`src/rtl/id_ex_reg_pkg.sv`:
```
// Shared pipeline definitions: decode control bundle layout and the
// encodings the control unit and the execute stage agree on.
package pipeline_pkg;

    // Control bundle carried from decode into execute.
    typedef struct packed {
        logic       RegWrite;
        logic [1:0] ResultSrc;
        logic       MemWrite;
        logic       Jump;
        logic       Branch;
        logic [3:0] ALUControl;
        logic       ALUSrc;
        logic       JALRInstr;
        logic [2:0] AddressingControl;
    } ctrl_t;

    // A bubble is an all-zero bundle: no register write, no store, no jump.
    localparam ctrl_t CTRL_BUBBLE = '0;

    // ALU operation encodings.
    localparam logic [3:0] ALU_ADD  = 4'b0000;
    localparam logic [3:0] ALU_SUB  = 4'b0001;
    localparam logic [3:0] ALU_AND  = 4'b0010;
    localparam logic [3:0] ALU_OR   = 4'b0011;
    localparam logic [3:0] ALU_XOR  = 4'b0100;
    localparam logic [3:0] ALU_SLT  = 4'b0101;
    localparam logic [3:0] ALU_SLTU = 4'b0110;
    localparam logic [3:0] ALU_SLL  = 4'b0111;
    localparam logic [3:0] ALU_SRL  = 4'b1000;
    localparam logic [3:0] ALU_SRA  = 4'b1001;

    // Result mux select encodings.
    localparam logic [1:0] RES_ALU  = 2'b00;
    localparam logic [1:0] RES_MEM  = 2'b01;
    localparam logic [1:0] RES_PC4  = 2'b10;

endpackage

```
`src/rtl/id_ex_reg_if.sv`:
```
// Decode-to-execute bundle. The hazard unit and decode stage drive the
// D side plus EnE/FlushE (master); the pipeline register drives the E side
// (slave). There is no valid/ready handshake here: EnE and FlushE are
// sampled on every rising edge, FlushE taking priority over EnE.
interface id_ex_if #(
    parameter int DATA_WIDTH = 32,
    parameter int CNT_WIDTH  = 16
);
    logic                  EnE;
    logic                  FlushE;
    logic                  ValidD;
    logic                  RegWriteD, MemWriteD, JumpD, BranchD, ALUSrcD, JALRInstrD;
    logic [1:0]            ResultSrcD;
    logic [3:0]            ALUControlD;
    logic [2:0]            AddressingControlD;
    logic [DATA_WIDTH-1:0] RD1D, RD2D, PCD, PCPlus4D, ImmExtD;
    logic [4:0]            Rs1D, Rs2D, RdD;

    logic                  ValidE;
    logic                  RegWriteE, MemWriteE, JumpE, BranchE, ALUSrcE, JALRInstrE;
    logic [1:0]            ResultSrcE;
    logic [3:0]            ALUControlE;
    logic [2:0]            AddressingControlE;
    logic [DATA_WIDTH-1:0] RD1E, RD2E, PCE, PCPlus4E, ImmExtE;
    logic [4:0]            Rs1E, Rs2E, RdE;
    logic [CNT_WIDTH-1:0]  BubbleCountE;

    modport master (
        output EnE, FlushE, ValidD,
        output RegWriteD, MemWriteD, JumpD, BranchD, ALUSrcD, JALRInstrD,
        output ResultSrcD, ALUControlD, AddressingControlD,
        output RD1D, RD2D, PCD, PCPlus4D, ImmExtD, Rs1D, Rs2D, RdD,
        input  ValidE,
        input  RegWriteE, MemWriteE, JumpE, BranchE, ALUSrcE, JALRInstrE,
        input  ResultSrcE, ALUControlE, AddressingControlE,
        input  RD1E, RD2E, PCE, PCPlus4E, ImmExtE, Rs1E, Rs2E, RdE,
        input  BubbleCountE
    );

    modport slave (
        input  EnE, FlushE, ValidD,
        input  RegWriteD, MemWriteD, JumpD, BranchD, ALUSrcD, JALRInstrD,
        input  ResultSrcD, ALUControlD, AddressingControlD,
        input  RD1D, RD2D, PCD, PCPlus4D, ImmExtD, Rs1D, Rs2D, RdD,
        output ValidE,
        output RegWriteE, MemWriteE, JumpE, BranchE, ALUSrcE, JALRInstrE,
        output ResultSrcE, ALUControlE, AddressingControlE,
        output RD1E, RD2E, PCE, PCPlus4E, ImmExtE, Rs1E, Rs2E, RdE,
        output BubbleCountE
    );
endinterface

```
`src/rtl/id_ex_reg_sat_counter.sv`:
```
// Up-counter that sticks at all-ones instead of wrapping.
module sat_counter #(
    parameter int WIDTH = 16
) (
    input  logic             clk,
    input  logic             rst_n,
    input  logic             inc,
    output logic [WIDTH-1:0] count
);
    localparam logic [WIDTH-1:0] ONE = {{(WIDTH-1){1'b0}}, 1'b1};

    // Count increments until all-ones, then holds there.
    always_ff @(posedge clk or negedge rst_n) begin
        if (!rst_n) begin
            count <= '0;
        end else if (inc && (count != '1)) begin
            count <= count + ONE;
        end
    end
endmodule

```
`src/rtl/id_ex_reg.sv`:
```
// Decode-to-execute pipeline register with stall (hold) and flush (bubble)
// plus a saturating count of inserted bubbles.
module id_ex_reg
    import pipeline_pkg::*;
#(
    parameter int DATA_WIDTH = 32,
    parameter int CNT_WIDTH  = 16
) (
    input logic     clk,
    input logic     rst_n,
    id_ex_if.slave  bus
);
    typedef struct packed {
        logic [DATA_WIDTH-1:0] rd1;
        logic [DATA_WIDTH-1:0] rd2;
        logic [DATA_WIDTH-1:0] pc;
        logic [DATA_WIDTH-1:0] pc_plus4;
        logic [DATA_WIDTH-1:0] imm_ext;
        logic [4:0]            rs1;
        logic [4:0]            rs2;
        logic [4:0]            rd;
    } data_t;

    ctrl_t                ctrl_d, ctrl_e;
    data_t                data_d, data_e;
    logic                 valid_e;
    logic [CNT_WIDTH-1:0] bubble_count;

    // Gather the decode-side inputs into the stored bundle layouts.
    always_comb begin
        ctrl_d                   = CTRL_BUBBLE;
        ctrl_d.RegWrite          = bus.RegWriteD;
        ctrl_d.ResultSrc         = bus.ResultSrcD;
        ctrl_d.MemWrite          = bus.MemWriteD;
        ctrl_d.Jump              = bus.JumpD;
        ctrl_d.Branch            = bus.BranchD;
        ctrl_d.ALUControl        = bus.ALUControlD;
        ctrl_d.ALUSrc            = bus.ALUSrcD;
        ctrl_d.JALRInstr         = bus.JALRInstrD;
        ctrl_d.AddressingControl = bus.AddressingControlD;

        data_d                   = '0;
        data_d.rd1               = bus.RD1D;
        data_d.rd2               = bus.RD2D;
        data_d.pc                = bus.PCD;
        data_d.pc_plus4          = bus.PCPlus4D;
        data_d.imm_ext           = bus.ImmExtD;
        data_d.rs1               = bus.Rs1D;
        data_d.rs2               = bus.Rs2D;
        data_d.rd                = bus.RdD;
    end

    // Flush loads an all-zero bubble (RdE=0 so it never matches forwarding),
    // otherwise EnE loads decode, otherwise the stage holds.
    always_ff @(posedge clk or negedge rst_n) begin
        if (!rst_n) begin
            ctrl_e  <= CTRL_BUBBLE;
            data_e  <= '0;
            valid_e <= 1'b0;
        end else if (bus.FlushE) begin
            ctrl_e  <= CTRL_BUBBLE;
            data_e  <= '0;
            valid_e <= 1'b0;
        end else if (bus.EnE) begin
            ctrl_e  <= ctrl_d;
            data_e  <= data_d;
            valid_e <= bus.ValidD;
        end
    end

    // Every flush edge counts as one bubble, whether or not the stage is stalled.
    sat_counter #(
        .WIDTH (CNT_WIDTH)
    ) u_bubble_cnt (
        .clk   (clk),
        .rst_n (rst_n),
        .inc   (bus.FlushE),
        .count (bubble_count)
    );

    assign bus.RegWriteE          = ctrl_e.RegWrite;
    assign bus.ResultSrcE         = ctrl_e.ResultSrc;
    assign bus.MemWriteE          = ctrl_e.MemWrite;
    assign bus.JumpE              = ctrl_e.Jump;
    assign bus.BranchE            = ctrl_e.Branch;
    assign bus.ALUControlE        = ctrl_e.ALUControl;
    assign bus.ALUSrcE            = ctrl_e.ALUSrc;
    assign bus.JALRInstrE         = ctrl_e.JALRInstr;
    assign bus.AddressingControlE = ctrl_e.AddressingControl;
    assign bus.RD1E               = data_e.rd1;
    assign bus.RD2E               = data_e.rd2;
    assign bus.PCE                = data_e.pc;
    assign bus.PCPlus4E           = data_e.pc_plus4;
    assign bus.ImmExtE            = data_e.imm_ext;
    assign bus.Rs1E               = data_e.rs1;
    assign bus.Rs2E               = data_e.rs2;
    assign bus.RdE                = data_e.rd;
    assign bus.ValidE             = valid_e;
    assign bus.BubbleCountE       = bubble_count;
endmodule

```
`src/flat_wrapper.sv`:
```
// flat-port wrapper written by rule: the top's interface ports become plain ports
module id_ex_reg_flat import pipeline_pkg::*;
#(
    parameter int DATA_WIDTH = 32,
    parameter int CNT_WIDTH  = 16
)
  (clk, rst_n, bus_EnE, bus_FlushE, bus_ValidD, bus_RegWriteD, bus_MemWriteD, bus_JumpD, bus_BranchD, bus_ALUSrcD, bus_JALRInstrD, bus_ResultSrcD, bus_ALUControlD, bus_AddressingControlD, bus_RD1D, bus_RD2D, bus_PCD, bus_PCPlus4D, bus_ImmExtD, bus_Rs1D, bus_Rs2D, bus_RdD, bus_ValidE, bus_RegWriteE, bus_MemWriteE, bus_JumpE, bus_BranchE, bus_ALUSrcE, bus_JALRInstrE, bus_ResultSrcE, bus_ALUControlE, bus_AddressingControlE, bus_RD1E, bus_RD2E, bus_PCE, bus_PCPlus4E, bus_ImmExtE, bus_Rs1E, bus_Rs2E, bus_RdE, bus_BubbleCountE);
  id_ex_if #(.DATA_WIDTH(DATA_WIDTH), .CNT_WIDTH(CNT_WIDTH)) bus_i ();
  input logic clk;
  input logic rst_n;
  input wire logic [$bits(bus_i.EnE)-1:0] bus_EnE;
  input wire logic [$bits(bus_i.FlushE)-1:0] bus_FlushE;
  input wire logic [$bits(bus_i.ValidD)-1:0] bus_ValidD;
  input wire logic [$bits(bus_i.RegWriteD)-1:0] bus_RegWriteD;
  input wire logic [$bits(bus_i.MemWriteD)-1:0] bus_MemWriteD;
  input wire logic [$bits(bus_i.JumpD)-1:0] bus_JumpD;
  input wire logic [$bits(bus_i.BranchD)-1:0] bus_BranchD;
  input wire logic [$bits(bus_i.ALUSrcD)-1:0] bus_ALUSrcD;
  input wire logic [$bits(bus_i.JALRInstrD)-1:0] bus_JALRInstrD;
  input wire logic [$bits(bus_i.ResultSrcD)-1:0] bus_ResultSrcD;
  input wire logic [$bits(bus_i.ALUControlD)-1:0] bus_ALUControlD;
  input wire logic [$bits(bus_i.AddressingControlD)-1:0] bus_AddressingControlD;
  input wire logic [$bits(bus_i.RD1D)-1:0] bus_RD1D;
  input wire logic [$bits(bus_i.RD2D)-1:0] bus_RD2D;
  input wire logic [$bits(bus_i.PCD)-1:0] bus_PCD;
  input wire logic [$bits(bus_i.PCPlus4D)-1:0] bus_PCPlus4D;
  input wire logic [$bits(bus_i.ImmExtD)-1:0] bus_ImmExtD;
  input wire logic [$bits(bus_i.Rs1D)-1:0] bus_Rs1D;
  input wire logic [$bits(bus_i.Rs2D)-1:0] bus_Rs2D;
  input wire logic [$bits(bus_i.RdD)-1:0] bus_RdD;
  output wire logic [$bits(bus_i.ValidE)-1:0] bus_ValidE;
  output wire logic [$bits(bus_i.RegWriteE)-1:0] bus_RegWriteE;
  output wire logic [$bits(bus_i.MemWriteE)-1:0] bus_MemWriteE;
  output wire logic [$bits(bus_i.JumpE)-1:0] bus_JumpE;
  output wire logic [$bits(bus_i.BranchE)-1:0] bus_BranchE;
  output wire logic [$bits(bus_i.ALUSrcE)-1:0] bus_ALUSrcE;
  output wire logic [$bits(bus_i.JALRInstrE)-1:0] bus_JALRInstrE;
  output wire logic [$bits(bus_i.ResultSrcE)-1:0] bus_ResultSrcE;
  output wire logic [$bits(bus_i.ALUControlE)-1:0] bus_ALUControlE;
  output wire logic [$bits(bus_i.AddressingControlE)-1:0] bus_AddressingControlE;
  output wire logic [$bits(bus_i.RD1E)-1:0] bus_RD1E;
  output wire logic [$bits(bus_i.RD2E)-1:0] bus_RD2E;
  output wire logic [$bits(bus_i.PCE)-1:0] bus_PCE;
  output wire logic [$bits(bus_i.PCPlus4E)-1:0] bus_PCPlus4E;
  output wire logic [$bits(bus_i.ImmExtE)-1:0] bus_ImmExtE;
  output wire logic [$bits(bus_i.Rs1E)-1:0] bus_Rs1E;
  output wire logic [$bits(bus_i.Rs2E)-1:0] bus_Rs2E;
  output wire logic [$bits(bus_i.RdE)-1:0] bus_RdE;
  output wire logic [$bits(bus_i.BubbleCountE)-1:0] bus_BubbleCountE;
  assign bus_i.EnE = bus_EnE;
  assign bus_i.FlushE = bus_FlushE;
  assign bus_i.ValidD = bus_ValidD;
  assign bus_i.RegWriteD = bus_RegWriteD;
  assign bus_i.MemWriteD = bus_MemWriteD;
  assign bus_i.JumpD = bus_JumpD;
  assign bus_i.BranchD = bus_BranchD;
  assign bus_i.ALUSrcD = bus_ALUSrcD;
  assign bus_i.JALRInstrD = bus_JALRInstrD;
  assign bus_i.ResultSrcD = bus_ResultSrcD;
  assign bus_i.ALUControlD = bus_ALUControlD;
  assign bus_i.AddressingControlD = bus_AddressingControlD;
  assign bus_i.RD1D = bus_RD1D;
  assign bus_i.RD2D = bus_RD2D;
  assign bus_i.PCD = bus_PCD;
  assign bus_i.PCPlus4D = bus_PCPlus4D;
  assign bus_i.ImmExtD = bus_ImmExtD;
  assign bus_i.Rs1D = bus_Rs1D;
  assign bus_i.Rs2D = bus_Rs2D;
  assign bus_i.RdD = bus_RdD;
  assign bus_ValidE = bus_i.ValidE;
  assign bus_RegWriteE = bus_i.RegWriteE;
  assign bus_MemWriteE = bus_i.MemWriteE;
  assign bus_JumpE = bus_i.JumpE;
  assign bus_BranchE = bus_i.BranchE;
  assign bus_ALUSrcE = bus_i.ALUSrcE;
  assign bus_JALRInstrE = bus_i.JALRInstrE;
  assign bus_ResultSrcE = bus_i.ResultSrcE;
  assign bus_ALUControlE = bus_i.ALUControlE;
  assign bus_AddressingControlE = bus_i.AddressingControlE;
  assign bus_RD1E = bus_i.RD1E;
  assign bus_RD2E = bus_i.RD2E;
  assign bus_PCE = bus_i.PCE;
  assign bus_PCPlus4E = bus_i.PCPlus4E;
  assign bus_ImmExtE = bus_i.ImmExtE;
  assign bus_Rs1E = bus_i.Rs1E;
  assign bus_Rs2E = bus_i.Rs2E;
  assign bus_RdE = bus_i.RdE;
  assign bus_BubbleCountE = bus_i.BubbleCountE;
  id_ex_reg #(.DATA_WIDTH(DATA_WIDTH), .CNT_WIDTH(CNT_WIDTH)) u_core (.clk(clk), .rst_n(rst_n), .bus(bus_i));
endmodule
```
`config.mk`:
```
export PLATFORM = sky130hd
export DESIGN_NAME = id_ex_reg_flat
export DESIGN_NICKNAME = d
export VERILOG_FILES = /design/src/rtl/id_ex_reg_pkg.sv /design/src/rtl/id_ex_reg_if.sv /design/src/rtl/id_ex_reg_sat_counter.sv /design/src/rtl/id_ex_reg.sv /design/src/flat_wrapper.sv
export SDC_FILE = /design/constraint.sdc
export NUM_CORES = 1
export LEC_CHECK = 0
export CAP_MARGIN = 20
export CORE_AREA = 2 2 154 156
export DETAILED_ROUTE_END_ITERATION = 10
export DIE_AREA = 0 0 156 158
export HOLD_SLACK_MARGIN = 0.06
export PLACE_DENSITY = 0.87
export RECOVER_POWER = 100
export SLEW_MARGIN = 20
export SYNTH_ARGS = -nofsm -noshare
export SYNTH_HDL_FRONTEND = slang
export SYNTH_SLANG_ARGS = --single-unit
```
`constraint.sdc`:
```
create_clock -name clk -period 1.68 [get_ports clk]
set_input_delay 0.252 -clock clk [delete_from_list [all_inputs] [get_ports clk]]
set_output_delay 0.252 -clock clk [all_outputs]
set_load 0.1 [all_outputs]
```
==> results.toml, run 1 <==
[detailed_routing]
ant_nets = 0
vias_per_cell = 4.86
routed_wl_um = 28100
drc_errors = 0
detail_route.wl_per_cell_um = 19.9
drt-initial-drc-count = 336
dr.pass1.iters = 4
vias = 6881

[sta]
finalSetupViolCount = 0
period_needed_ns = 1.66
period_share = 0.987
slew_viol_final = 0
fmax_mhz = 603
hold_viol = 0
rsz0062_at_grt = "yes"
relSlewSlack = 0.279
worst_pin_slew_ns = 1.08
skew_ns = 0.0108

[place]
place_congestion = 0.805
dp_hpwl_um = 20500
io_buffers = 401
place_inst = 1374

[layout]
final_nets = 1306
antennaDiodeCount = 0
multi_input_area_sq_mm = 0.00303
utilization = 0.566
drive_gt1_frac = 0.271
synthToLayoutAreaGrowth_pct = 55.7
regArea_sq_mm = 0.00524
fin_cells = 1416
fillers = 1844

[critical_path]
critPathArrivalTime_ns = 2.04
reg2reg_slack_ns = 0.02
endpoint = "u_core.u_bubble_cnt.count[1]"
reg2reg_depth = 5
setup.worst_path.start = "u_core.u_bubble_cnt.count[1]"
crit_type = "register to register"
path_max_fanout = 4
worstPathRequired_ns = 2.07
cp-end-kind = "register"
reg2reg_to = "u_core.u_bubble_cnt.count[1]"
start_kind = "register"
r2r_start = "u_core.u_bubble_cnt.count[1]"

[logic_synthesis]
ys.flop_type = "dfrtp_1"
synth_area_per_cell_sq_um = 12.2
synthCells = 687
synth-seq-cells = 207
yosys-top-cells-area = "dfrtp_1, mux2i_1, nor2_1, buf_2, xnor2_1"
syn_area_sq_mm = 0.00839
yosysMostFrequentCell = "dfrtp_1"
async_flop_share = 1.00
synth_seq_area_share = 0.618
synth_common_cells = "dfrtp_1, nor2_1, mux2i_1"
yosys_warnings = 0
synth_edf_count = 0
synth.distinct_cells = 29
synth_fp_nets = 883
yosysTopAreaCell = "dfrtp_1"
synth_top_cell_area_share = 0.618

[clock_network]
post-cts-setup-buffer-count = 0
tritoncts = "yes"
cts.clk_slew.worst_paths_ns = 0.06
ctsLongestPathBuffers = 3
cts_root_buffer = "clkbuf_16"
clock_latency_ns = 0.50
numCtsBuffers = 23
cts.sinks = 207
h-tree-depth = 1

[floorplanning]
die_w_um = 156
die_h_um = 158
start_util = 0.364
io_pins = 402
row_count = 56
design.die.area_sq_mm = 0.0246
core_area_sq_mm = 0.0231

[global_route]
antenna_found_initial = 0
track_usage = 0.217
grt_pass1_wl_um = 41900
gr-total-overflow = 0
grt_max_degree = 122
grt_pass1_vias = 7395

[pwr]
leakagePower_uw = 0.00670
p_sw_uw = 5770
power_density_mw_per_mm2 = 1180
seqPwrFrac = 0.367
internal_power_uw = 9640
netSwitchingFraction = 0.374
vdd_drop_max_v = 0.00102
comb_power_share = 0.314
clkPwrFrac = 0.319

[hold_path]
hold_class = "input pin to register"

[job]
cap_viol_max_count = 0

[run_status]
status = "finished, final reports clean"
## placed cells by master, fill, tap and decap left out, types with 6 or more instances in the layout
cell	count
nand2_1	6
clkbuf_8	10
buf_4	16
clkdlybuf4s50_1	191
buf_2	90
clkbuf_16	23
mux2i_1	191
xnor2_1	9
clkbuf_4	102
buf_12	8
nor2_1	195
dfrtp_1	191
clkbuf_1	10
buf_6	14
dfrtp_4	16
clkbuf_2	15
## per-stage QoR
step           setup TNS [ns]  total power, uW  area, sq um  hold WS (ns)  worst slack, ns
3_3_place_gp                0            11500        15200         0.238           0.0609
6_report                    0            15400        13100         0.148           0.0214
3_5_place_dp                0            11600        15200         0.234           0.0174
4_1_cts                     0            16600        15900         0.139           0.0113
2_1_floorplan          -0.982             8960         8480       -0.0436           -0.308
5_1_grt               -0.0974            15900        13100         0.177          -0.0319
## critical path, stage by stage, from the launching register on
cell and delay [ns]:
dfrtp_4 0.42, ha_4 0.16, nand4_4 0.11, or4_4 0.46, nand2_4 0.10, mux2_4 0.29
## sequential cells by signal, indices dropped and copies added (netlist names), 2 cells and up
| signal | count |
|---|---|
| u_core.bus.ALUControlE | 4 |
| u_core.bus.AddressingControlE | 3 |
| u_core.bus.ImmExtE | 32 |
| u_core.bus.PCE | 32 |
| u_core.bus.PCPlus4E | 32 |
| u_core.bus.RD1E | 32 |
| u_core.bus.RD2E | 32 |
| u_core.bus.RdE | 5 |
| u_core.bus.ResultSrcE | 2 |
| u_core.bus.Rs1E | 5 |
| u_core.bus.Rs2E | 5 |
| u_core.u_bubble_cnt.count | 16 |
## power groups by stage
stage / combinational [uW] / clock [uW] / sequential, uW
2_1_floorplan: 741 / 0 / 8220
3_3_place_gp: 5620 / 0 / 5870
3_5_place_dp: 5710 / 0 / 5900
4_1_cts: 5740 / 5030 / 5810
5_1_grt: 5000 / 5220 / 5710
6_report: 4830 / 4910 / 5660
## kinds of logic after synthesis
logic type	Yosys count	synth area share
AO/OA/AOI/OAI	8	0.00656
XOR/XNOR	11	0.0115
adder cells (fa/ha/maj)	1	0.00149
buffers and inverters	45	0.0240
flip-flops	207	0.618
multiplexers	193	0.231
AND/OR/NAND/NOR	222	0.108
## metal layers
layer,track usage,part of all wire
met1,0.240,0.37
met2,0.402,0.53
met3,0.0589,0.077
met4,0.0760,0.032
met5,0,0
## cell type report
type | count | share of cell area
sequential | 207 | 0.401
timing repair buffer | 442 | 0.282
multi-input combinational | 435 | 0.232
clock buffer | 38 | 0.0553
tap | 290 | 0.0278
clock inverter | 3 | 0.00115
inverter | 1 | 0.000287
## how the worst min path moves through the flow
stage | startpoint | endpoint | slack, ns | cells after the start
after detailed placement | rst_n | u_core.bus.PCE[4] | 0.23 | 1
after global routing | bus_FlushE | u_core.u_bubble_cnt.count[8] | 0.18 | 3
after floorplan | rst_n | u_core.bus.ALUControlE[0] | -0.04 | 0
after global placement | rst_n | u_core.bus.PCE[4] | 0.24 | 1
final | bus_FlushE | u_core.u_bubble_cnt.count[8] | 0.15 | 3
after CTS | bus_FlushE | u_core.u_bubble_cnt.count[8] | 0.14 | 3
## what timing repair did
item | in CTS | in global routing
endpoints found under the setup margin | 0 | 4
resized for setup | 0 | 2
endpoints found under the hold margin | 88 | 0
hold buffers | 1 | 0
Power figures use the tool's default switching activity.
==> run 2, diff against run 1 <==
--- a/config.mk
+++ b/config.mk
@@ -7,6 +7,7 @@
 export LEC_CHECK = 0
 export CAP_MARGIN = 20
 export CORE_AREA = 2 2 154 156
+export CTS_CLUSTER_DIAMETER = 200
 export DETAILED_ROUTE_END_ITERATION = 10
 export DIE_AREA = 0 0 156 158
 export HOLD_SLACK_MARGIN = 0.06
==> results of run 2 <==
No change in the layout: final DEF, timing and power equal those of run 1.
==> run 3, diff against run 2 <==
--- a/config.mk
+++ b/config.mk
@@ -6,14 +6,15 @@
 export NUM_CORES = 1
 export LEC_CHECK = 0
 export CAP_MARGIN = 20
-export CORE_AREA = 2 2 154 156
+export CORE_AREA = 2 2 155 157
 export CTS_CLUSTER_DIAMETER = 200
 export DETAILED_ROUTE_END_ITERATION = 10
-export DIE_AREA = 0 0 156 158
+export DIE_AREA = 0 0 157 159
 export HOLD_SLACK_MARGIN = 0.06
-export PLACE_DENSITY = 0.87
+export PLACE_DENSITY = 0.88
 export RECOVER_POWER = 100
 export SLEW_MARGIN = 20
 export SYNTH_ARGS = -nofsm -noshare
 export SYNTH_HDL_FRONTEND = slang
+export SYNTH_HIERARCHICAL = 1
 export SYNTH_SLANG_ARGS = --single-unit
==> run 3 against run 2 <==
  * Critical path depth is the same
  * Synthesized area rose by 3.9%
  * Clock skew down 0.0067 ns
  * Core utilization decreased by 0.062 points
  * Global-route usage rose by 1.3 points
  * Wire length rose by 5.2%
  * Worst setup slack better by 0.023 ns
  * Total power down 1.8%
  * Critical endpoint is now u_core/u_bubble_cnt/count[14]
  * Largest power group unchanged
==> results.toml, run 3 <==
[place]
pre_cts_slack_ns = 0.00969
dp_hpwl_um = 21200
io_buffers = 401
place_congestion = 0.866

[detailed_routing]
drt-initial-drc-count = 369
dr.pass1.iters = 5
vias = 7090
ant_nets = 0
detail_route.wl_per_cell_um = 20.6
drc_errors = 0
vias_per_cell = 4.94
routed_wl_um = 29600

[critical_path]
cp_cell_sequence = "ha_4 -> nand2_2 -> nor4_4 -> nand4_1 -> xnor2_1"
crit_type = "register to register"
setup.worst_path.start = "u_core/u_bubble_cnt/count[0]"
r2r_start = "u_core/u_bubble_cnt/count[0]"
worst-path-buf-inv = 0
critPathArrivalTime_ns = 2.04
cp-end-kind = "register"
start_kind = "register"
worstPathRequired_ns = 2.09
cpLargestDelayFamily = "simple AND/OR/NAND/NOR gates"
slowest_delay_ns = 0.46
slowest_stage = "dfrtp_4"
path_max_fanout = 5

[sta]
hold_viol = 0
slew_viol_final = 0
fmax_mhz = 611
relSlewSlack = 0.215
setup_ws_ns = 0.0445
finalSetupViolCount = 0
period_needed_ns = 1.64
skew_ns = 0.00411
period_share = 0.974
worst_pin_slew_ns = 1.18
rsz0062_at_grt = "no"
holdWs_ns = 0.224

[logic_synthesis]
yosysTopAreaCell = "dfrtp_1"
synth_edf_count = 0
synth-seq-cells = 207
synth_common_cells = "dfrtp_1, nor2_1, mux2i_1"
synth.distinct_cells = 31
synth_fp_nets = 888
synthCells = 692
async_flop_share = 1.00
yosysMostFrequentCell = "dfrtp_1"
synth_top_cell_area_share = 0.595
synth_seq_area_share = 0.595
synth_area_per_cell_sq_um = 12.6
yosys_warnings = 6
yosys-top-cells-area = "dfrtp_1, mux2i_1, nor2_1, buf_8, buf_2"
syn_area_sq_mm = 0.00871
ys.flop_type = "dfrtp_1"

[pwr]
seqPwrFrac = 0.376
power_density_mw_per_mm2 = 1150
netSwitchingFraction = 0.378
comb_power_share = 0.308
leakagePower_uw = 0.00660
internal_power_uw = 9410
clkPwrFrac = 0.316
p_sw_uw = 5710
vdd_drop_max_v = 0.00110

[floorplanning]
die_h_um = 159
start_util = 0.376
design.die.area_sq_mm = 0.0250
row_count = 56
io_pins = 402
core_area_sq_mm = 0.0232
die_w_um = 157

[clock_network]
ctsLongestPathBuffers = 3
tritoncts = "yes"
cts.sinks = 207
h-tree-depth = 1
cts.clk_slew.worst_paths_ns = 0.06
clock_latency_ns = 0.51
cts_root_buffer = "clkbuf_16"
numCtsBuffers = 23

[layout]
final_common_cell = "nor2_1"
regArea_sq_mm = 0.00524
final_nets = 1292
synthToLayoutAreaGrowth_pct = 50.6
drive_gt1_frac = 0.260
multi_input_area_sq_mm = 0.00313
fillers = 1828
final_cell_mix = "nor2_1, dfrtp_1, clkdlybuf4s50_1, mux2i_1, clkbuf_4"

[global_route]
grt_pass1_wl_um = 45000
track_usage = 0.230
grt_pass1_vias = 7791
antenna_found_initial = 2
gr-total-overflow = 0
grt_max_degree = 110

[hold_path]
hold_class = "input pin to register"
min-delay-start = "bus_FlushE"

[run_status]
status = "finished, final reports clean"

[job]
cap_viol_max_count = 0
==> run 3: changes by cell type after synthesis, sizes merged, moves of 3 or more <==
cell,previous run,this run
nand3,5,9
buf,27,33
xnor2,9,5
nand4,7,10
nand2,7,3
clkbuf,17,10
==> run 3: timing repair <==
item | in CTS | in global routing
hold buffers | 1 | 0
endpoints found under the setup margin | 1 | 0
resized for setup | 2 | 0
endpoints found under the hold margin | 45 | 0
setup buffers | 2 | 0
==> run 3: logic make-up (layout without fill, tap and decap cells) <==
logic type / count (synthesis) / after routing / share of synthesized area
flops: 207 / 207 / 0.595
buf+inv: 43 / 464 / 0.0485
simple gates: 228 / 228 / 0.114
other cells: 0 / 2 / 0
fa+ha+maj: 1 / 1 / 0.00144
mux: 193 / 193 / 0.223
compound gates: 13 / 13 / 0.0118
xor+xnor: 7 / 7 / 0.00704
==> run 3: final cells by class <==
| class | instances | share of cell area |
|---|---|---|
| diodes | 2 | 0.000381 |
| clock buffers | 37 | 0.0524 |
| multi-input cells | 442 | 0.239 |
| repair buffers | 422 | 0.276 |
| flip-flops and latches | 207 | 0.399 |
| clock inverters | 5 | 0.00238 |
| well taps | 319 | 0.0304 |
==> run 3: worst min-delay path, cell delays in order <==
cell and delay [ns]:
buf_6 0.12, nand4_1 0.14, nor4_4 0.06, nor2_1 0.08
a31oi_1 0.05
==> run 3: worst paths after layout <==
kind                       cells past startpoint  slack [ns]                            end
max                                            5        0.04  u_core/u_bubble_cnt/count[14]
min                                            5        0.22  u_core/u_bubble_cnt/count[13]
max reg2reg                                    5        0.04  u_core/u_bubble_cnt/count[14]
min reg2reg                                    2        0.51         u_core/bus.PCPlus4E[9]
max in group asynchronous                      3        0.25            u_core/bus.RD2E[10]
min in group asynchronous                      2        0.41   u_core/u_bubble_cnt/count[3]
==> run 3: power groups by stage <==
stage	Sequential, uW	Clock (uW)	Combinational [uW]
after global placement	5900	0	5410
after detailed placement	5950	0	5510
after global routing	5730	5090	4820
final	5690	4780	4660
after floorplan	8170	0	817
after CTS	5870	4900	5560
==> run 3: per-layer routing <==
metal / GRT usage / part of all wire / vias up / routed length, um
li1: - / - / 3154 / -
met1: 0.243 / 0.35 / 3525 / 10300
met2: 0.424 / 0.52 / 334 / 15400
met3: 0.0778 / 0.095 / 77 / 2810
met4: 0.0742 / 0.036 / 0 / 1060
met5: 0 / 0 / - / 0
==> run 3: stage by stage <==
stage / std cells / setup TNS [ns] / power, uW / utilization / area, sq um
2_1_floorplan: 692 / -0.0116 / 8980 / - / 8790
3_3_place_gp: 1387 / 0 / 11300 / 0.653 / 15100
3_5_place_dp: 1387 / 0 / 11500 / 0.653 / 15100
4_1_cts: 1432 / 0 / 16300 / 0.685 / 15900
5_1_grt: 1434 / 0 / 15600 / 0.566 / 13100
6_report: 1434 / 0 / 15100 / 0.566 / 13100
